--- src/rtl/conv_idx_addr_if.sv ---
// Handshake bundle for conv_idx_addr: index tuple stream in, address bundle stream out.
// The slave side is the address generator; the master side feeds tuples and drains bundles.
interface conv_idx_addr_if #(
   parameter int LOOP_BIT = 8,
   parameter int ADDR_W   = 20
);
   logic                in_valid;
   logic                in_ready;
   logic [LOOP_BIT-1:0] rr, cc, mm, nn, ii, jj;
   logic                out_valid;
   logic                out_ready;
   logic [ADDR_W-1:0]   in_addr, w_addr, o_addr;
   logic                acc_first, acc_last, layer_end;

   modport slave (
      input  in_valid, rr, cc, mm, nn, ii, jj, out_ready,
      output in_ready, out_valid, in_addr, w_addr, o_addr, acc_first, acc_last, layer_end
   );

   modport master (
      output in_valid, rr, cc, mm, nn, ii, jj, out_ready,
      input  in_ready, out_valid, in_addr, w_addr, o_addr, acc_first, acc_last, layer_end
   );
endinterface

--- src/rtl/conv_idx_addr.sv ---
// Convolution loop-index to buffer-address generator: three-stage pipeline with
// valid/ready backpressure producing input, weight and partial-sum addresses plus accumulation flags.
module conv_idx_addr #(
   parameter int DATA_SIZE = 16,
   parameter int LOOP_BIT  = 8,
   parameter int ADDR_W    = 20
) (
   input  logic                 clk,
   input  logic                 rst,
   input  logic [DATA_SIZE-1:0] R,
   input  logic [DATA_SIZE-1:0] C,
   input  logic [DATA_SIZE-1:0] M,
   input  logic [DATA_SIZE-1:0] N,
   input  logic [DATA_SIZE-1:0] K,
   input  logic [DATA_SIZE-1:0] S,
   input  logic [ADDR_W-1:0]    in_base,
   input  logic [ADDR_W-1:0]    w_base,
   input  logic [ADDR_W-1:0]    o_base,
   conv_idx_addr_if.slave       bus
);
   typedef logic [ADDR_W-1:0]    addr_t;
   typedef logic [DATA_SIZE-1:0] dim_t;

   // All address arithmetic lives in the ADDR_W ring, so truncation is implicit.
   function automatic addr_t dz(input dim_t v);
      return addr_t'(v);
   endfunction

   function automatic addr_t lz(input logic [LOOP_BIT-1:0] v);
      return addr_t'(v);
   endfunction

   function automatic dim_t ld(input logic [LOOP_BIT-1:0] v);
      return dim_t'(v);
   endfunction

   function automatic addr_t mac(input addr_t a, input addr_t b, input addr_t c);
      return a * b + c;
   endfunction

   logic stall, adv;
   logic first_c, last_c, tail_c;

   assign stall        = bus.out_valid && !bus.out_ready;
   assign adv          = !stall;
   assign bus.in_ready = adv;

   assign first_c = (bus.nn == '0) && (bus.ii == '0) && (bus.jj == '0);
   assign last_c  = (ld(bus.nn) == N - dim_t'(1)) && (ld(bus.ii) == K - dim_t'(1)) &&
                    (ld(bus.jj) == K - dim_t'(1));
   assign tail_c  = (ld(bus.mm) == M - dim_t'(1)) && (ld(bus.cc) == C - dim_t'(1)) &&
                    (ld(bus.rr) == R - dim_t'(1));

   logic  vld_p0, vld_p1, vld_p2;
   logic  first_p0, last_p0, tail_p0;
   logic  first_p1, last_p1, end_p1;
   logic  first_p2, last_p2, end_p2;
   addr_t iw_p0, ih_p0, rsi_p0, csj_p0, kk_p0, ikj_p0, nn_p0, mm_p0, rr_p0, cc_p0;
   addr_t row_p1, iw_p1, csj_p1, mn_p1, kk_p1, ikj_p1, mr_p1, cc_p1;
   addr_t in_addr_p2, w_addr_p2, o_addr_p2;

   // Control and output state: cleared by reset, all stages advance together unless stalled.
   always_ff @(posedge clk) begin
      if (rst) begin
         vld_p0     <= 1'b0;
         vld_p1     <= 1'b0;
         vld_p2     <= 1'b0;
         first_p0   <= 1'b0;
         last_p0    <= 1'b0;
         tail_p0    <= 1'b0;
         first_p1   <= 1'b0;
         last_p1    <= 1'b0;
         end_p1     <= 1'b0;
         first_p2   <= 1'b0;
         last_p2    <= 1'b0;
         end_p2     <= 1'b0;
         in_addr_p2 <= '0;
         w_addr_p2  <= '0;
         o_addr_p2  <= '0;
      end else if (adv) begin
         // Stage 1: flag compares
         vld_p0     <= bus.in_valid;
         first_p0   <= first_c;
         last_p0    <= last_c;
         tail_p0    <= tail_c;
         // Stage 2: flag combine
         vld_p1     <= vld_p0;
         first_p1   <= first_p0;
         last_p1    <= last_p0;
         end_p1     <= last_p0 && tail_p0;
         // Stage 3: final multiply-add plus base
         vld_p2     <= vld_p1;
         first_p2   <= first_p1;
         last_p2    <= last_p1;
         end_p2     <= end_p1;
         in_addr_p2 <= in_base + mac(row_p1, iw_p1, csj_p1);
         w_addr_p2  <= w_base + mac(mn_p1, kk_p1, ikj_p1);
         o_addr_p2  <= o_base + mac(mr_p1, dz(C), cc_p1);
      end
   end

   // Datapath intermediates carry no reset; their valids gate them.
   always_ff @(posedge clk) begin
      if (adv) begin
         // Stage 1: strided index terms and derived dimensions
         iw_p0  <= mac(dz(C) - addr_t'(1), dz(S), dz(K));
         ih_p0  <= mac(dz(R) - addr_t'(1), dz(S), dz(K));
         rsi_p0 <= mac(lz(bus.rr), dz(S), lz(bus.ii));
         csj_p0 <= mac(lz(bus.cc), dz(S), lz(bus.jj));
         kk_p0  <= mac(dz(K), dz(K), '0);
         ikj_p0 <= mac(lz(bus.ii), dz(K), lz(bus.jj));
         nn_p0  <= lz(bus.nn);
         mm_p0  <= lz(bus.mm);
         rr_p0  <= lz(bus.rr);
         cc_p0  <= lz(bus.cc);
         // Stage 2: row term, map pair index, output row index
         row_p1 <= mac(nn_p0, ih_p0, rsi_p0);
         iw_p1  <= iw_p0;
         csj_p1 <= csj_p0;
         mn_p1  <= mac(mm_p0, dz(N), nn_p0);
         kk_p1  <= kk_p0;
         ikj_p1 <= ikj_p0;
         mr_p1  <= mac(mm_p0, dz(R), rr_p0);
         cc_p1  <= cc_p0;
      end
   end

   assign bus.out_valid = vld_p2;
   assign bus.in_addr   = in_addr_p2;
   assign bus.w_addr    = w_addr_p2;
   assign bus.o_addr    = o_addr_p2;
   assign bus.acc_first = first_p2;
   assign bus.acc_last  = last_p2;
   assign bus.layer_end = end_p2;
endmodule

--- src/flat_wrapper.sv ---
// flat-port wrapper written by rule: the top's interface ports become plain ports
module conv_idx_addr_flat 
#(
   parameter int DATA_SIZE = 16,
   parameter int LOOP_BIT  = 8,
   parameter int ADDR_W    = 20
)
  (clk, rst, R, C, M, N, K, S, in_base, w_base, o_base, bus_in_valid, bus_rr, bus_cc, bus_mm, bus_nn, bus_ii, bus_jj, bus_out_ready, bus_in_ready, bus_out_valid, bus_in_addr, bus_w_addr, bus_o_addr, bus_acc_first, bus_acc_last, bus_layer_end);
  conv_idx_addr_if #(.LOOP_BIT(LOOP_BIT), .ADDR_W(ADDR_W)) bus_i ();
  input  logic clk;
  input  logic rst;
  input  logic [DATA_SIZE-1:0] R;
  input  logic [DATA_SIZE-1:0] C;
  input  logic [DATA_SIZE-1:0] M;
  input  logic [DATA_SIZE-1:0] N;
  input  logic [DATA_SIZE-1:0] K;
  input  logic [DATA_SIZE-1:0] S;
  input  logic [ADDR_W-1:0] in_base;
  input  logic [ADDR_W-1:0] w_base;
  input  logic [ADDR_W-1:0] o_base;
  input wire logic [$bits(bus_i.in_valid)-1:0] bus_in_valid;
  input wire logic [$bits(bus_i.rr)-1:0] bus_rr;
  input wire logic [$bits(bus_i.cc)-1:0] bus_cc;
  input wire logic [$bits(bus_i.mm)-1:0] bus_mm;
  input wire logic [$bits(bus_i.nn)-1:0] bus_nn;
  input wire logic [$bits(bus_i.ii)-1:0] bus_ii;
  input wire logic [$bits(bus_i.jj)-1:0] bus_jj;
  input wire logic [$bits(bus_i.out_ready)-1:0] bus_out_ready;
  output wire logic [$bits(bus_i.in_ready)-1:0] bus_in_ready;
  output wire logic [$bits(bus_i.out_valid)-1:0] bus_out_valid;
  output wire logic [$bits(bus_i.in_addr)-1:0] bus_in_addr;
  output wire logic [$bits(bus_i.w_addr)-1:0] bus_w_addr;
  output wire logic [$bits(bus_i.o_addr)-1:0] bus_o_addr;
  output wire logic [$bits(bus_i.acc_first)-1:0] bus_acc_first;
  output wire logic [$bits(bus_i.acc_last)-1:0] bus_acc_last;
  output wire logic [$bits(bus_i.layer_end)-1:0] bus_layer_end;
  assign bus_i.in_valid = bus_in_valid;
  assign bus_i.rr = bus_rr;
  assign bus_i.cc = bus_cc;
  assign bus_i.mm = bus_mm;
  assign bus_i.nn = bus_nn;
  assign bus_i.ii = bus_ii;
  assign bus_i.jj = bus_jj;
  assign bus_i.out_ready = bus_out_ready;
  assign bus_in_ready = bus_i.in_ready;
  assign bus_out_valid = bus_i.out_valid;
  assign bus_in_addr = bus_i.in_addr;
  assign bus_w_addr = bus_i.w_addr;
  assign bus_o_addr = bus_i.o_addr;
  assign bus_acc_first = bus_i.acc_first;
  assign bus_acc_last = bus_i.acc_last;
  assign bus_layer_end = bus_i.layer_end;
  conv_idx_addr #(.DATA_SIZE(DATA_SIZE), .LOOP_BIT(LOOP_BIT), .ADDR_W(ADDR_W)) u_core (.clk(clk), .rst(rst), .R(R), .C(C), .M(M), .N(N), .K(K), .S(S), .in_base(in_base), .w_base(w_base), .o_base(o_base), .bus(bus_i));
endmodule
--- config.mk ---
export PLATFORM = sky130hd
export DESIGN_NAME = conv_idx_addr_flat
export DESIGN_NICKNAME = d
export VERILOG_FILES = /design/src/rtl/conv_idx_addr_if.sv /design/src/rtl/conv_idx_addr.sv /design/src/flat_wrapper.sv
export SDC_FILE = /design/constraint.sdc
export NUM_CORES = 2
export LEC_CHECK = 0
export CORE_ASPECT_RATIO = 1.25
export CORE_MARGIN = 5
export CORE_UTILIZATION = 50
export CTS_CLUSTER_SIZE = 8
export DETAILED_ROUTE_END_ITERATION = 6
export PLACE_DENSITY = 0.75
export SLEW_MARGIN = 20
export SYNTH_ARGS = -nofsm -noshare
export SYNTH_HDL_FRONTEND = slang
export SYNTH_SLANG_ARGS = --single-unit
--- constraint.sdc ---
create_clock -name clk -period 14.45 [get_ports clk]
set_input_delay 2.89 -clock clk [delete_from_list [all_inputs] [get_ports clk]]
set_output_delay 2.89 -clock clk [all_outputs]
set_load 0.02 [all_outputs]
# Word level (Yosys, flattened, before mapping)
# Cells that the tools add are included.
[totals] register_bits=372 latch_bits=0 ram_bits=0 romBits=0 inputBits=208 word_cells=85 mem_count=0
[classes] addsub=21 multipliers=12 div_mod_pow=0 magnitude_cmp=0 n_eq_ne=6 shifts=0 muxes=0 bitwise=0 n_reduce_logical=13
[op_table] op="$add 20x20->20" count=6
[op_table] op="$add 20x8->20" count=6
[op_table] op="$mul 8x16->20" count=5
[op_table] op="$eq 8x16->1" count=6
[op_table] op="$sub 16x1->16 const B" count=5
[op_table] op="$mul 20x16->20" count=3
[op_table] op="$add 20x16->20" count=2
[op_table] op="$mul 20x20->20" count=2
[op_table] op="$sub 16x1->17 const B" count=2
[op_table] op="$logic_not 8->1" count=3
[op_table] op="$mul 16x16->20" count=1
[op_table] op="$mul 8x20->20" count=1
[op_table] op="$logic_and 1x1->1" count=8
[op_table] op="$logic_not 1->1" count=2

# Depth between registers and ports, before layout
[depth] ltp_word=4 mapped_depth=29

# Worst setup path before layout
# No wires, ideal clock.
[synth_path] path_type="input to output" from="in bus_out_ready" to="out bus_in_ready" arrival_time_ps=11692 setup_slack_ps=-132 cell_stages=4 n_path_buf=2 cell_sequence="nor2b_1 > inv_1 > clkbuf_1 > clkbuf_1"
[synth_via] elab_chain_cells=3
[synth_lines] element="start, declared" line="flat_wrapper.sv:28" rtl="input wire logic [$bits(bus_i.out_ready)-1:0] bus_out_ready;"
[synth_lines] element="$logic_not 1->1" line="conv_idx_addr.sv:44" rtl="assign stall = bus.out_valid && !bus.out_ready;"
[synth_lines] element="$logic_and 1x1->1" line="conv_idx_addr.sv:44"
[synth_lines] element="$logic_not 1->1" line="conv_idx_addr.sv:45" rtl="assign adv = !stall;"
[synth_lines] element="end, declared" line="flat_wrapper.sv:29" rtl="output wire logic [$bits(bus_i.in_ready)-1:0] bus_in_ready;"
# No other way between the ends.

# Worst setup path after layout
[layout_path] from="in C[3]" to="reg u_core.iw_p0[16], data pin"
[layout_via] elab_chain_cells=3
[layout_lines] element="start, declared" line="flat_wrapper.sv:13" rtl="input logic [DATA_SIZE-1:0] C;"
[layout_lines] element="$sub 16x1->17" line="conv_idx_addr.sv:106" rtl="iw_p0 <= mac(dz(C) - addr_t'(1), dz(S), dz(K));"
[layout_lines] element="$mul 20x16->20" line="conv_idx_addr.sv:38" rtl="return a * b + c;"
[layout_lines] element="$add 20x16->20" line="conv_idx_addr.sv:38"
[layout_lines] element="end signal, assigned" line="conv_idx_addr.sv:106"
[layout_lines] element="end, declared" line="conv_idx_addr.sv:58" rtl="addr_t iw_p0, ih_p0, rsi_p0, csj_p0, kk_p0, ikj_p0, nn_p0, mm_p0, rr_p0, cc_p0;"
# No other way between the ends.
# A chain may end at the register's enable or synchronous reset.

==> flow_metrics.tcl <==
set metrics [dict create \
    io_buffer_count 272 \
    grt_max_degree 83 \
    violations "design-rule violations" \
    crit_end "u_core.iw_p0[16]$_DFFE_PN_" \
    clock-skew-final_ns 0.0667 \
    min_from "u_core.ikj_p0[8]$_DFFE_PN_" \
    wl_per_cell_um 20.6 \
    cap_violations 0 \
    synth-edff-count 298 \
    fmax_mhz 95.9 \
    path_class "input port to register" \
    antenna_left 0 \
    synth-async-reset-ratio_pct 0 \
    fin_crit_ns 10.43 \
    grt_util_met2_pct 45.4 \
    grt_pass1_wl_um 330000 \
    finalSetupTns_ns 0 \
    gr-total-overflow 0 \
    timing.critical_path.required_ns 14.84 \
    crit_fanout 21 \
    critPathCaptureType "register" \
    worstMarginPinSlew_ns 1.20 \
    vias 54000 \
    chipHeight_um 441 \
    hold_buffers 0 \
    r2r_setup_slack_ns 7.27 \
    drt-initial-drc-count 3821 \
    layout_commonest_cell "inv_1" \
    num_io_pins 273 \
    drv_slew 0 \
    vias_per_cell 5.33 \
    insertion_delay_ns 0.68 \
    setup_viol 0 \
    drive_above_1_share_pct 2.25 \
    cts_tree "built" \
    postCtsSetupBuffers 0 \
    start_util_pct 50.2 \
    nets 10400 \
    synth_cell_type_count 73 \
    cts_sinks 370 \
    ys.warnings.count 0 \
    cp_data_arrival_time_ns 10.82 \
    critPathSlowestCell "clkdlybuf4s50_1" \
    hold_path_class "register to register" \
    rsz0062_at_grt "no" \
    hold_viol_final 0 \
    cp-start-kind "input port" \
    yosys_register_bits 370 \
    rows 158 \
    timing.final.crit_share_pct 72.2 \
    ys_seq_area_share_pct 14.0 \
    synth_ff_type "edfxtp_1" \
    core-area_um2 148000 \
    gp_congestion 0.964 \
    dpl.hpwl_um 168000 \
    cts_resized 0 \
    cts_buffer_depth 3 \
    worst_r2r_endpoint "u_core.bus.in_addr[17]$_SDFFE_PP0N_" \
    cts_root_buf "clkbuf_16" \
    clkTransAtPathRegs_ns 0.05 \
    postSynthAreaPerCell_um2 9.26 \
    mostFrequentLayoutCells "inv_1 (1978), fa_1 (1461), nand2_1 (1136)" \
    relSlewSlack_pct 19.7 \
    first_global_vias 59400 \
    met3_usage_pct 5.29 \
    htreeDepth 2 \
    busiest_layer "met2" \
    netlist_area_um2 74500 \
    route.detailed.drc 2 \
    die_area_um2 157000 \
    synth_top_area_share_pct 39.3 \
    area_growth_syn_to_layout_pct 8.33 \
    cp_slowest_stage_delay_ns 0.94 \
    reg2reg_depth 20 \
    grt_use_total_pct 27.2 \
    cts_buffers 53 \
    synth_area_leaders "fa_1 (39%), edfxtp_1 (12%), ha_1 (10%)" \
    yosys.area.top_type "fa_1" \
    antenna_found_initial 41 \
    r2r-start "u_core.iw_p1[0]$_DFFE_PN_" \
    drt-total-wl_um 209000 \
    first_pass_iters 7 \
    setup.worst_path.start "C[3]" \
    die_w_um 355 \
    outcome "finished with violations" \
    use_met1_pct 33.1 \
    synthCells 8045 \
]
## synth_stat cells (all sizes together) (12+ instances only)
library cell and number:
nor2b 65, clkbuf 305, a21o 44, o21bai 18, nand3 52, buf 17, nand2b 25, ha 612
nor3 46, or3 12, o21a 16, nand2 1138, dfxtp 72, nor2 210, o21ai 74, a211oi 14
and2 737, and3 14, xnor2 366, inv 1980, xor2 112, fa 1461, nor4 31, edfxtp 298
a21oi 191
## cells by family after synthesis
group                      after synthesis  share of synthesized area (%)
muxes                                    2                         0.0269
and+or+nand+nor                       2373                           15.4
xor gates and xnor gates               478                           5.67
other                                    1                        0.00504
DFF                                    370                           14.0
buffers and inverters                 2304                           11.7
adders and majority gates             2073                           49.6
AOI/OAI and AO/OA                      444                           3.70
## metal layers
layer  routed length (um)  vias to the layer above
met1                79200                    27300
met2                97900                     2085
met5                  196                        -
li1                     -                    23900
met3                16800                      633
met4                14600                       32
## critical path, delay by kind of cell
family	cells	cell delay, ns
buffers and inverters	7	1.26
AND/OR/NAND/NOR	4	1.85
XOR/XNOR	1	0.10
adder cells (fa/ha/maj)	7	3.30
AO/OA/AOI/OAI	6	1.43
## final cells by class
class / count / area, um^2
multi-input combinational: 5388 / 55500
tap: 1920 / 2400
clock buffer: 86 / 1490
inverter: 1982 / 7450
timing repair buffer: 353 / 3310
fill: 13100 / 67600
sequential: 370 / 10400
antenna: 21 / 52.6
clock inverter: 4 / 73.8
## state kept, by name, indices dropped and copies added (netlist names), 20 cells and up
| signal | cells |
|---|---|
| u_core.bus.w_addr | 20 |
| u_core.mn_p1 | 20 |
| u_core.csj_p0 | 20 |
| u_core.bus.o_addr | 20 |
| u_core.bus.in_addr | 20 |
| u_core.iw_p0 | 20 |
| u_core.mr_p1 | 20 |
| u_core.iw_p1 | 20 |
| u_core.csj_p1 | 20 |
| u_core.ih_p0 | 20 |
| u_core.ikj_p1 | 20 |
| u_core.rsi_p0 | 20 |
| u_core.ikj_p0 | 20 |
| u_core.row_p1 | 20 |
## worst min path at each step
stage	endpoint	slack [ns]	cells past startpoint
after global routing	u_core.ikj_p1[8]$_DFFE_PN_	0.39	0
after detailed placement	u_core.ikj_p1[11]$_DFFE_PN_	0.40	0
after floorplan	u_core.cc_p1[0]$_DFFE_PN_	0.40	0
after CTS	u_core.ikj_p1[8]$_DFFE_PN_	0.37	0
final	u_core.ikj_p1[8]$_DFFE_PN_	0.38	0
after global placement	u_core.kk_p1[0]$_DFFE_PN_	0.40	0
## per-stage QoR
stage | area (um^2) | setup WS [ns] | hold slack [ns] | std cells | util, %
after detailed placement | 79100 | 3.45 | 0.405 | 10000 | 53.3
final | 80700 | 4.02 | 0.378 | 10100 | 54.4
after global placement | 79000 | 3.62 | 0.401 | 10000 | 53.3
after CTS | 80600 | 4.12 | 0.374 | 10100 | 54.4
after global routing | 80700 | 3.62 | 0.385 | 10100 | 54.4
after floorplan | 74500 | 4.35 | 0.400 | 8062 | -
Power is not shown: default switching activity piles up to over one toggle a cycle in this logic, so the estimate is an artifact.
